===== src/rtl/rand_pkg.sv =====
// Shared definitions for the 16-bit LFSR and the word packer that consumes its bits.
package rand_pkg;

    localparam int LFSR_WIDTH = 16;
    localparam logic [LFSR_WIDTH-1:0] LFSR_SEED = 16'hECEB;

    // IDLE: not requesting, FILL: requesting a bit, STALL: wants to run but no slot is free
    typedef enum logic [1:0] {
        IDLE  = 2'b00,
        FILL  = 2'b01,
        STALL = 2'b10
    } packer_state_t;

endpackage


===== src/rtl/rand_word_fifo.sv =====
// DEPTH x WIDTH output buffer with occupancy count and synchronous flush.
module rand_word_fifo #(
    parameter int WIDTH = 16,
    parameter int DEPTH = 2
) (
    input  logic                       clk,
    input  logic                       rst_n,
    input  logic                       flush,
    input  logic                       push,
    input  logic [WIDTH-1:0]           push_data,
    input  logic                       pop,
    output logic [WIDTH-1:0]           head,
    output logic [$clog2(DEPTH+1)-1:0] count
);
    localparam int PW = (DEPTH > 1) ? $clog2(DEPTH) : 1;
    localparam logic [PW-1:0] LAST = PW'(DEPTH - 1);

    logic [WIDTH-1:0] mem [DEPTH];
    logic [PW-1:0]    rd_ptr;
    logic [PW-1:0]    wr_ptr;

    function automatic logic [PW-1:0] next_ptr(input logic [PW-1:0] p);
        return (p == LAST) ? '0 : p + 1'b1;
    endfunction

    assign head = mem[rd_ptr];

    // Push into a full buffer alongside a pop is legal: the slot was reserved upstream.
    always_ff @(posedge clk or negedge rst_n) begin
        if (!rst_n) begin
            for (int i = 0; i < DEPTH; i++) begin
                mem[i] <= '0;
            end
            rd_ptr <= '0;
            wr_ptr <= '0;
            count  <= '0;
        end else if (flush) begin
            rd_ptr <= '0;
            wr_ptr <= '0;
            count  <= '0;
        end else begin
            if (push) begin
                mem[wr_ptr] <= push_data;
                wr_ptr      <= next_ptr(wr_ptr);
            end
            if (pop) begin
                rd_ptr <= next_ptr(rd_ptr);
            end
            if (push && !pop) begin
                count <= count + 1'b1;
            end else if (pop && !push) begin
                count <= count - 1'b1;
            end
        end
    end

endmodule


===== src/rtl/rand_word_packer.sv =====
// Throttles the LFSR one bit per request, packs bits LSB-first into WIDTH-bit words
// and hands them out through a small valid/ready buffer without ever dropping a bit.
module rand_word_packer
    import rand_pkg::*;
#(
    parameter int WIDTH = 16,
    parameter int DEPTH = 2
) (
    input  logic             clk,
    input  logic             rst_n,
    input  logic             run,
    input  logic             clr,
    output logic             lfsr_en,
    input  logic             lfsr_rand_bit,
    output logic [WIDTH-1:0] out_data,
    output logic             out_valid,
    input  logic             out_ready,
    output logic [31:0]      words_out,
    output logic             busy
);
    localparam int RW = $clog2(WIDTH + 1);
    localparam int AW = $clog2(WIDTH);
    localparam int SW = $clog2(DEPTH + 1);
    localparam logic [RW-1:0] REQ_FULL = RW'(WIDTH);
    localparam logic [AW-1:0] ARR_LAST = AW'(WIDTH - 1);
    localparam logic [SW-1:0] SLOTS    = SW'(DEPTH);

    packer_state_t    state;
    logic             en_q;
    logic [RW-1:0]    req_cnt;
    logic [RW-1:0]    req_after;
    logic [AW-1:0]    arr_cnt;
    logic [SW-1:0]    reserved;
    logic [SW-1:0]    res_after;
    logic [SW-1:0]    fifo_count;
    logic [WIDTH-2:0] acc;
    logic [WIDTH-1:0] push_word;
    logic             start;
    logic             pop;
    logic             push;
    logic             can_req;

    assign lfsr_en   = (state == FILL);
    assign out_valid = (fifo_count != '0);
    assign pop       = out_valid & out_ready;
    assign push      = en_q & (arr_cnt == ARR_LAST);
    assign push_word = {lfsr_rand_bit, acc};
    assign start     = lfsr_en & ((req_cnt == '0) | (req_cnt == REQ_FULL));
    assign busy      = en_q | (arr_cnt != '0);

    // Look ahead to the state after this edge: a request issued now may open a new
    // word (reserving a slot), and a pop now frees one.
    always_comb begin
        req_after = req_cnt;
        if (start) begin
            req_after = RW'(1);
        end else if (lfsr_en) begin
            req_after = req_cnt + 1'b1;
        end
        res_after = reserved + SW'(start) - SW'(pop);
        can_req   = 1'b1;
        if ((req_after == '0) || (req_after == REQ_FULL)) begin
            can_req = (res_after < SLOTS);
        end
    end

    always_ff @(posedge clk or negedge rst_n) begin
        if (!rst_n) begin
            state     <= IDLE;
            en_q      <= 1'b0;
            req_cnt   <= '0;
            arr_cnt   <= '0;
            reserved  <= '0;
            acc       <= '0;
            words_out <= '0;
        end else if (clr) begin
            state    <= IDLE;
            en_q     <= 1'b0;
            req_cnt  <= '0;
            arr_cnt  <= '0;
            reserved <= '0;
            acc      <= '0;
        end else begin
            if (!run) begin
                state <= IDLE;
            end else if (can_req) begin
                state <= FILL;
            end else begin
                state <= STALL;
            end
            en_q     <= lfsr_en;
            req_cnt  <= req_after;
            reserved <= res_after;
            if (pop) begin
                words_out <= words_out + 32'd1;
            end
            if (en_q) begin
                if (push) begin
                    acc     <= '0;
                    arr_cnt <= '0;
                end else begin
                    acc[arr_cnt] <= lfsr_rand_bit;
                    arr_cnt      <= arr_cnt + 1'b1;
                end
            end
        end
    end

    rand_word_fifo #(
        .WIDTH(WIDTH),
        .DEPTH(DEPTH)
    ) u_fifo (
        .clk      (clk),
        .rst_n    (rst_n),
        .flush    (clr),
        .push     (push),
        .push_data(push_word),
        .pop      (pop),
        .head     (out_data),
        .count    (fifo_count)
    );

endmodule


===== config.mk =====
export PLATFORM = sky130hd
export DESIGN_NAME = rand_word_packer
export DESIGN_NICKNAME = d
export VERILOG_FILES = /design/src/rtl/rand_pkg.sv /design/src/rtl/rand_word_fifo.sv /design/src/rtl/rand_word_packer.sv
export SDC_FILE = /design/constraint.sdc
export NUM_CORES = 1
export LEC_CHECK = 0
export BUFFER_PORTS_ARGS = -buffer_cell sky130_fd_sc_hd__buf_4
export CORE_MARGIN = 2
export CORE_UTILIZATION = 55
export CTS_CLUSTER_DIAMETER = 80
export DETAILED_ROUTE_END_ITERATION = 12
export MAX_ROUTING_LAYER = met4
export PLACE_DENSITY = 0.76
export SKIP_CTS_REPAIR_TIMING = 1
export SLEW_MARGIN = 10
export SYNTH_ARGS = -nofsm -noshare
export SYNTH_HDL_FRONTEND = slang
export SYNTH_SLANG_ARGS = --single-unit

===== constraint.sdc =====
create_clock -name clk -period 4.14 [get_ports clk]
set_clock_uncertainty 0.1 [all_clocks]
set_input_delay 0.207 -clock clk [delete_from_list [all_inputs] [get_ports clk]]
set_output_delay 0.207 -clock clk [all_outputs]
set_load 0.03 [all_outputs]

### Yosys cells after proc, flatten, opt, wreduce, memory -nomap -nowiden

Index checks and enable logic that the tools add are counted.

| storage, ports and cells | value |
|---|---|
| flip-flop bits (word level) | 97 |
| word-level logic and storage cells | 89 |

| cells by class | value |
|---|---|
| add/subtract/negate cells | 9 |
| order comparisons | 6 |
| equal/unequal tests | 4 |
| multiplexer cells | 33 |
| bitwise logic cells | 8 |
| reductions and logical operators | 17 |

Operators by type and width:

| kind | count |
|---|---|
| $mux 16 | 4 |
| $mux 15 | 3 |
| $add 32x1->32 const B | 1 |
| $bwmux 32 | 1 |
| $demux 16 s1 | 1 |
| $bwmux 15 | 1 |
| $mux 5 | 3 |
| $mux 2 | 7 |
| $mux 4 | 3 |
| $eq 5x5->1 const B | 2 |
| $logic_not 5->1 | 2 |
| $mux 1 | 9 |
| $reduce_bool 2->1 | 4 |
| $add 5x1->5 const B | 1 |
| $lt 4x5->1 const B | 1 |
| $add 4x1->4 const B | 1 |
| $demux 1 s4 | 1 |
| $eq 4x4->1 const B | 1 |
| $ge 2x2->1 const B | 2 |
| $ge 4x1->1 const B | 1 |
| $logic_and 1x1->1 | 4 |
| $not 1->2 | 2 |
| $reduce_and 2->1 | 2 |
| $reduce_bool 4->1 | 1 |
| other kinds (14) | 19 |

### Depth between registers and ports, before layout

Gate-level depths: netlist (run 1).

| logic depth | value |
|---|---|
| depth in word-level cells | 10 |
| gate-level depth with buffers | 10 |

### Hierarchy

A second synthesis (run 1) with hierarchy kept.

| second synthesis, totals | value |
|---|---|
| cells, all modules | 397 |
| area total of the unflattened synthesis | 4608.2 um^2 |

Modules (own cells, without submodules):

| module | instances | cells each | area each (um^2) | seq. area each (um^2) |
|---|---|---|---|---|
| rand_word_packer | 1 | 294 | 2960.3 | 1501.4 |
| rand_word_fifo | 1 | 103 | 1647.8 | 900.9 |

### Worst setup path after synthesis (run 1)

OpenSTA, ideal clock, no wires.

| timing | value |
|---|---|
| path type | reg2reg |
| from | register state[1] |
| to | register state[0] |
| arrival | 2178 ps |
| required time | 3941 ps |
| slack | 1763 ps |
| cell stages (with the launch flop) | 11 |
| clock period less this slack | 2377 ps |
| cell sequence | dfrtp_1 > nor2b_1 > clkbuf_1 > nand3_1 > ha_1 > inv_1 > ha_1 > xor2_1 > xnor2_1 > nor2_1 > a311oi_1 |

| between the ends | value |
|---|---|
| cells in the longest elaborated chain, start to end | 9 |

RTL lines:

| what | line | RTL |
|---|---|---|
| start: declaration | rand_word_packer.sv:28 | `packer_state_t state;` |
| start signal: assignment | rand_word_packer.sv:69 | `state <= IDLE;` |
| start signal: assignment | rand_word_packer.sv:77 | `state <= IDLE;` |
| start signal: assignment | rand_word_packer.sv:85 | `state <= IDLE;` |
| $eq 2x1->1 (*) | rand_word_packer.sv:43 | `assign lfsr_en = (state == FILL);` |
| named net lfsr_en | rand_word_packer.sv:13 | `output logic lfsr_en,` |
| $and 1x1->1 / $mux 5 (equally long branches) | rand_word_packer.sv:48, rand_word_packer.sv:57 |  |
| $add 2x1->2 / $mux 5 (equally long branches) | rand_word_packer.sv:60, rand_word_packer.sv:55 |  |
| $sub 2x1->2 (tied with other cells) | rand_word_packer.sv:60 | `res_after = reserved + SW'(start) - SW'(pop);` |
| $lt 2x2->1 / $logic_or 1x1->1 (equally long branches) | rand_word_packer.sv:63, rand_word_packer.sv:62 |  |
| $mux 1 (*) | rand_word_packer.sv:62 | `if ((req_after == '0) \|\| (req_after == REQ_FULL)) begin` |
| $mux 2 (*) | rand_word_packer.sv:86 | `end else if (can_req) begin` |
| $mux 2 (*) | rand_word_packer.sv:84 | `if (!run) begin` |
| $mux 2 (*) | rand_word_packer.sv:76 | `end else if (clr) begin` |

The timed path passes the listed nets; every way through them passes the cells marked *.
A chain may end at the register's enable or synchronous reset.

### Worst setup path after layout (run 1)

| timing | value |
|---|---|
| from | register arr_cnt[0] |
| to | register u_fifo.mem[1] (netlist bit) |

| between the ends | value |
|---|---|
| cells in the longest elaborated chain, start to end | 3 |

RTL lines:

| what | line | RTL |
|---|---|---|
| start: declaration | rand_word_packer.sv:32 | `logic [AW-1:0] arr_cnt;` |
| start signal: assignment | rand_word_packer.sv:103 | `arr_cnt <= arr_cnt + 1'b1;` |
| $eq 4x4->1 | rand_word_packer.sv:46 | `assign push = en_q & (arr_cnt == ARR_LAST);` |
| $and 1x1->1 | rand_word_packer.sv:46 |  |
| $reduce_and 2->1 (no source line) | n/a |  |
| end signal: indexed assignment | rand_word_fifo.sv:43 | `mem[wr_ptr] <= push_data;` |
| end: declaration | rand_word_fifo.sv:18 | `logic [WIDTH-1:0] mem [DEPTH];` |

No other way between the ends.

==> flow_summary.json, run 1 <==
{
  "finalCritPeriodShare_pct": 59.39,
  "powerDensity_nw_per_um2": 317.2,
  "start_util_pct": 56.34,
  "avgViaCountPerCell": 5.526,
  "regToRegEndpoint": "u_fifo.mem[1]$_DFFE_PN0P_",
  "status": "finished, final reports clean",
  "first_pass_iters": 6,
  "portBuffers": 56,
  "wirelength_um": 8680,
  "critPathKind": "reg2reg",
  "min_delay_path_depth": 3,
  "drive_gt1_share_pct": 29.82,
  "report.final.slew_viol_count": 0,
  "synthDistinctLibCells": 44,
  "gp_congestion": 0.7943,
  "fin_area_um2": 5278,
  "hold_path.class": "in2reg",
  "min_from": "run",
  "place_hpwl_um": 5918,
  "min_to": "state[0]$_DFF_PN0_",
  "areaGrowthSynthToFinish_pct": 14.59,
  "drt_iter0_drc": 112,
  "r2r-start": "arr_cnt[0]$_DFFE_PN0P_",
  "netlist_area_um2": 4606,
  "rr_worst_depth": 4,
  "slowest_stage": "nor3b_4",
  "ir_drop_mv": 0.1844,
  "die_x_um": 95.51,
  "drc_errors": 0,
  "numCtsBuffers": 9,
  "worst-path-buf-inv": 0,
  "detailed_place.area_um2": 5061,
  "hold_viol_final": 0,
  "synth.avg_cell_area_um2": 11.81,
  "tns_ps": 0,
  "crit_path_end_kind": "register",
  "diodes": 0,
  "yosys_most_used_dff": "dfrtp_1",
  "io_pins": 57,
  "drt-wirelength-per-cell_um": 15.75,
  "ant_nets": 0,
  "grt_max_degree": 74,
  "worst_ep_arrival_time_ps": 2600,
  "cap_violations": 0,
  "power_w": 0.001674,
  "slew_headroom_pct": 27.75,
  "reg2reg_slack_ps": 1680,
  "max_freq_ghz": 0.4067,
  "dieArea_um2": 9122,
  "cts_tree": "done",
  "clock_latency_ps": 360,
  "cts_root_buffer": "clkbuf_8",
  "p_leak_nw": 2.537,
  "fillers": 654,
  "worstPathRequired_ps": 4280,
  "period_needed_ps": 2459,
  "synth-edff-count": 0,
  "vias": 3045,
  "ys_warn_count": 0,
  "syn-num-nets": 405,
  "htree_levels": 3,
  "worst_pin_slew_ps": 1083,
  "busiest_layer": "met2",
  "rows": 33,
  "clk_pin_slew_ps": 80,
  "setup_viol": 0,
  "slowest_delay_ps": 940,
  "synth.yosys.seq_area_share_pct": 52.16,
  "hold_ws_ps": 11.91,
  "cts_sinks": 96,
  "use_met3_pct": 4.901,
  "worstPathCellList": "ha_1, nand4_4, nor3b_4, mux2_2",
  "cp_max_fo": 16,
  "nets": 457,
  "clk_path_buf_depth": 2,
  "async_flop_share_pct": 100.0,
  "globalRouteTotalUtil_pct": 21.60,
  "grt_pass1_wl_um": 14760,
  "met2_usage_pct": 34.21,
  "grt-ovfl-total": 0,
  "die_h_um": 95.51,
  "grt_use_met1_pct": 26.99,
  "mostFrequentLayoutCell": "dfrtp_1",
  "antenna_found_initial": 0,
  "first_global_vias": 3080,
  "final_cell_mix": "dfrtp_1, buf_4, nor2_1",
  "worstSetupStartpointType": "register",
  "rsz0062_at_grt": "no",
  "ys_ff_latch": 96,
  "critical-path-top-delay-family": "simple AND/OR/NAND/NOR gates",
  "design.core.area_um2": 8175,
  "syn_inst": 390
}
-- tightest hold or removal path, cell delays in order --
cell	delay [ps]
buf_4	110
inv_1	70
a311oi_1	50
-- power breakdown --
| part | leakage, nW | total, W | switching (W) | internal, W |
|---|---|---|---|---|
| clock | 0.102 | 0.000636 | 0.000310 | 0.000326 |
| combinational | 1.10 | 0.0000832 | 0.0000568 | 0.0000263 |
| sequential | 1.34 | 0.000954 | 0.00000896 | 0.000946 |
| total | 2.54 | 0.00167 | 0.000376 | 0.00130 |
-- flip-flops by register name, indices dropped and copies added (netlist names) --
signal / flops
req_cnt: 4
words_out: 32
arr_cnt: 4
acc: 15
en_q: 1
u_fifo.count: 2
u_fifo.wr_ptr: 1
reserved: 2
state: 2
u_fifo.mem: 32
u_fifo.rd_ptr: 1
-- kinds of logic after synthesis --
group           synth area share (%)
mux                            14.53
flops                          52.16
buf+inv                        3.233
fa+ha+maj                      2.445
simple gates                   15.68
xor+xnor                       8.177
compound gates                 3.776
-- worst max-delay path by stage --
| stage | startpoint | to | depth (start not counted) |
|---|---|---|---|
| 2_1_floorplan | state[1]$_DFF_PN0_ | state[0]$_DFF_PN0_ | 10 |
| 3_3_place_gp | arr_cnt[0]$_DFFE_PN0P_ | u_fifo.mem[15]$_DFFE_PN0P_ | 4 |
| 3_5_place_dp | arr_cnt[0]$_DFFE_PN0P_ | u_fifo.mem[1]$_DFFE_PN0P_ | 4 |
| 6_report | arr_cnt[0]$_DFFE_PN0P_ | u_fifo.mem[1]$_DFFE_PN0P_ | 4 |
| 4_1_cts | arr_cnt[0]$_DFFE_PN0P_ | u_fifo.mem[1]$_DFFE_PN0P_ | 4 |
| 5_1_grt | state[1]$_DFF_PN0_ | state[0]$_DFF_PN0_ | 9 |
-- layout make-up --
class | count | area [um^2] | area share [%]
clock inverters | 2 | 37.54 | 0.7112
inverters | 12 | 45.04 | 0.8535
clock buffers | 13 | 168.9 | 3.201
flip-flops and latches | 96 | 2402 | 45.52
well taps | 105 | 131.4 | 2.489
repair buffers | 58 | 437.9 | 8.298
multi-input cells | 265 | 2054 | 38.93
-- per-layer routing --
metal | up-vias | part of all wire, %
li1 | 1447 | -
met1 | 1530 | 45
met2 | 54 | 49
met3 | 14 | 4.1
met4 | 0 | 2.1
met5 | - | 0
-- synth_stat cells, types with 4 or more instances --
cell       n  area (um^2)
inv_1     12        45.04
o21ai_0   14        70.07
and3_1     5        31.28
clkbuf_1   7        26.28
buf_2      4        20.02
nand4_1   19        118.9
mux2_4    10        150.1
and4_1     4        35.03
ha_1       9        112.6
xnor2_1   32        280.3
nand2_1   20        75.07
mux2i_1    8        80.08
a21oi_1   10        50.05
nand3_1    8        40.04
nor3_1     6        30.03
xor2_1    11        96.34
dfrtp_1   96         2402
nor2_1    41        153.9
mux2_2    39        439.2
-- per-stage QoR --
step                      setup slack [ps]  cells  util [%]
after floorplan                       1763    390         -
after global placement                1750    535     61.91
after detailed placement              1664    535     61.91
after CTS                             1651    550     64.43
after global routing                  1448    551     64.55
final                                 1681    551     64.55
Power figures use the tool's default switching activity.
==> run 2, diff against run 1 <==
--- a/config.mk
+++ b/config.mk
@@ -5,6 +5,7 @@
 export SDC_FILE = /design/constraint.sdc
 export NUM_CORES = 1
 export LEC_CHECK = 0
+export ABC_AREA = 1
 export BUFFER_PORTS_ARGS = -buffer_cell sky130_fd_sc_hd__buf_4
 export CORE_MARGIN = 2
 export CORE_UTILIZATION = 55
==> constraint.sdc (replaced) <==
create_clock -name clk -period 2.5 [get_ports clk]
set_clock_uncertainty 0.1 [all_clocks]
set_input_delay 0.125 -clock clk [delete_from_list [all_inputs] [get_ports clk]]
set_output_delay 0.125 -clock clk [all_outputs]
set_load 0.03 [all_outputs]
==> flow_summary.json, run 2 <==
{
  "status": "finished, final reports clean",
  "synth.avg_cell_area_um2": 7.585,
  "cp_max_fo": 7,
  "multi_input_area_um2": 2191,
  "die_x_um": 98.46,
  "period_needed_ps": 2169,
  "antenna_found_initial": 0,
  "crit_path_end_kind": "register",
  "drive_gt1_share_pct": 13.46,
  "grt_max_degree": 65,
  "die_h_um": 98.46,
  "ir_drop_mv": 0.3713,
  "synth_area_leader_cell": "dfrtp_1",
  "worst_slack_ps": 330.7,
  "diodes": 0,
  "start_util_pct": 56.55,
  "worstPathRequired_ps": 2660,
  "vias": 4271,
  "numCtsBuffers": 9,
  "synth_most_common_cell": "nand2_1",
  "slew_headroom_pct": 45.26,
  "grt_pass1_wl_um": 18730,
  "crit_top_cell": "nand2_1",
  "synth_top_cells_by_count": "nand2_1, dfrtp_1, nor2_1",
  "synth-edff-count": 0,
  "hold_path.class": "in2reg",
  "worst_pin_slew_ps": 821.0,
  "clk_path_buf_depth": 2,
  "worstSetupStartpointType": "register",
  "finalCritPeriodShare_pct": 86.77,
  "cap_violations": 0,
  "max_freq_ghz": 0.4610,
  "grt-ovfl-total": 0,
  "synth_compound_area_share_pct": 7.420,
  "cts_root_buffer": "clkbuf_8",
  "slowest_delay_ps": 390,
  "htree_levels": 3,
  "first_global_vias": 3905,
  "synth.yosys.seq_area_share_pct": 48.95,
  "critical-path-top-delay-family": "simple AND/OR/NAND/NOR gates",
  "hold_viol_final": 0,
  "drt_iter0_drc": 270,
  "globalRouteTotalUtil_pct": 24.42,
  "cts_sinks": 96,
  "clock_latency_ps": 360,
  "synth_top_family_by_area": "simple AND/OR/NAND/NOR gates",
  "ys_ff_latch": 96,
  "synthSimpleGateAreaFrac_pct": 31.49,
  "ant_nets": 0,
  "tns_ps": 0,
  "netlist_area_um2": 4907,
  "synthMuxAreaShare_pct": 0,
  "avgViaCountPerCell": 5.202,
  "critPathKind": "reg2reg",
  "rows": 34,
  "synth_top_area_share_pct": 48.95,
  "worstPathCellList": "nor2_2, nand3_1, ha_1, inv_1, ha_1, xor2_1, nand2_1, nand2_1, nor2_1, nand3_1, nand2_1, inv_1",
  "cts_tree": "done",
  "drt-wirelength-per-cell_um": 13.40,
  "setup_viol": 0,
  "first_pass_iters": 5,
  "areaGrowthSynthToFinish_pct": 15.88,
  "synth_xor_area_share_pct": 3.391,
  "final_cell_mix": "nand2_1, dfrtp_1, nor2_1",
  "wirelength_um": 11000,
  "dp_slack_ps": 352.2,
  "dieArea_um2": 9693,
  "seqCellArea_um2": 2402,
  "ys_warn_count": 0,
  "nets": 723,
  "place_hpwl_um": 7914,
  "portBuffers": 56,
  "report.final.slew_viol_count": 0,
  "mostFrequentLayoutCell": "nand2_1",
  "slowest_stage": "dfrtp_1",
  "gp_congestion": 0.9380,
  "async_flop_share_pct": 100.0,
  "syn-num-nets": 662,
  "clk_pin_slew_ps": 90,
  "powerDensity_nw_per_um2": 568.7,
  "worst-path-buf-inv": 2,
  "p_leak_nw": 2.770,
  "syn_inst": 647,
  "ys_top_cells_by_area": "dfrtp_1, nand2_1, nor2_1",
  "worst_ep_arrival_time_ps": 2330,
  "synthAdderAreaFrac_pct": 2.295,
  "largest_registers": "u_fifo.mem: 32 flops, words_out: 32 flops, acc: 15 flops",
  "yosys_most_used_dff": "dfrtp_1",
  "synthDistinctLibCells": 27,
  "drc_errors": 0,
  "io_pins": 57,
  "rsz0062_at_grt": "no",
  "fillers": 782,
  "design.core.area_um2": 8678
}
run 2: cell types whose count changed after synthesis, moves of 6 or more:
cell and change:
a21oi_1 +6, nand4_1 -17, nand2_1 +225, mux2_4 -10
mux2i_1 -8, mux2_2 -39, o21ai_0 +38, nor2_1 +32
nand3_1 +17, xnor2_1 -25, inv_1 +54
run 2: worst register-to-register path, cell delays in order (launching register included):
cell and delay (ps):
dfrtp_1 390, nor2_2 250, nand3_1 210, ha_1 330, inv_1 40, ha_1 200, xor2_1 150, nand2_1 60
nand2_1 60, nor2_1 90, nand3_1 100, nand2_1 70, inv_1 30
run 2: power breakdown:
group          leakage (nW)  switching, W  internal [W]
Clock                0.0925      0.000572      0.000471
Combinational          1.36      0.000342      0.000160
Sequential             1.32     0.0000750       0.00161
Total                  2.77      0.000989       0.00225
run 2: worst paths after layout:
path	depth (start not counted)	end	from	slack [ps]
min in group asynchronous	2	u_fifo.mem[26]$_DFFE_PN0P_	rst_n	290
worst min-delay path	3	acc[2]$_DFFE_PN0P_	lfsr_rand_bit	30
worst max-delay path	12	state[0]$_DFF_PN0_	state[1]$_DFF_PN0_	330
worst max register to register	12	state[0]$_DFF_PN0_	state[1]$_DFF_PN0_	330
max in group asynchronous	3	words_out[11]$_DFFE_PN0P_	rst_n	1340
worst min register to register	2	u_fifo.mem[14]$_DFFE_PN0P_	u_fifo.mem[14]$_DFFE_PN0P_	390
run 2: per-stage QoR:
stage | hold WS [ps] | instance area [um^2] | instances | total power (W) | utilization (%)
after global placement | 175.8 | 5454 | 802 | 0.002203 | 62.85
final | 30.43 | 5687 | 821 | 0.003234 | 65.53
after floorplan | -270.6 | 4910 | 647 | 0.002024 | -
after detailed placement | 180.2 | 5454 | 802 | 0.002217 | 62.85
after CTS | -219.5 | 5657 | 818 | 0.003250 | 65.18
after global routing | 46.85 | 5687 | 821 | 0.003377 | 65.53
run 2: cells by family after synthesis:
| logic type | count (synthesis) |
|---|---|
| flops | 96 |
| simple gates | 369 |
| fa+ha+maj | 9 |
| compound gates | 72 |
| buf+inv | 82 |
| xor+xnor | 19 |
run 2: layout make-up:
type	instances	area share, %
Clock buffer	9	2.178
Clock inverter	7	1.386
Inverter	68	4.488
Multi-Input combinational cell	469	38.53
Sequential cell	96	42.24
Tap cell	108	2.376
Timing Repair Buffer	64	8.801
run 2: routing by layer:
layer  routed length [um]  up-vias  track usage, %  share of wire (%)
met1                 5394     2005           36.90                 49
li1                     -     2132               -                  -
met3                  671       10           2.766                6.1
met2                 4815      124           35.06                 44
met4                  119        0           7.376                1.1
met5                    0        -               -                  0
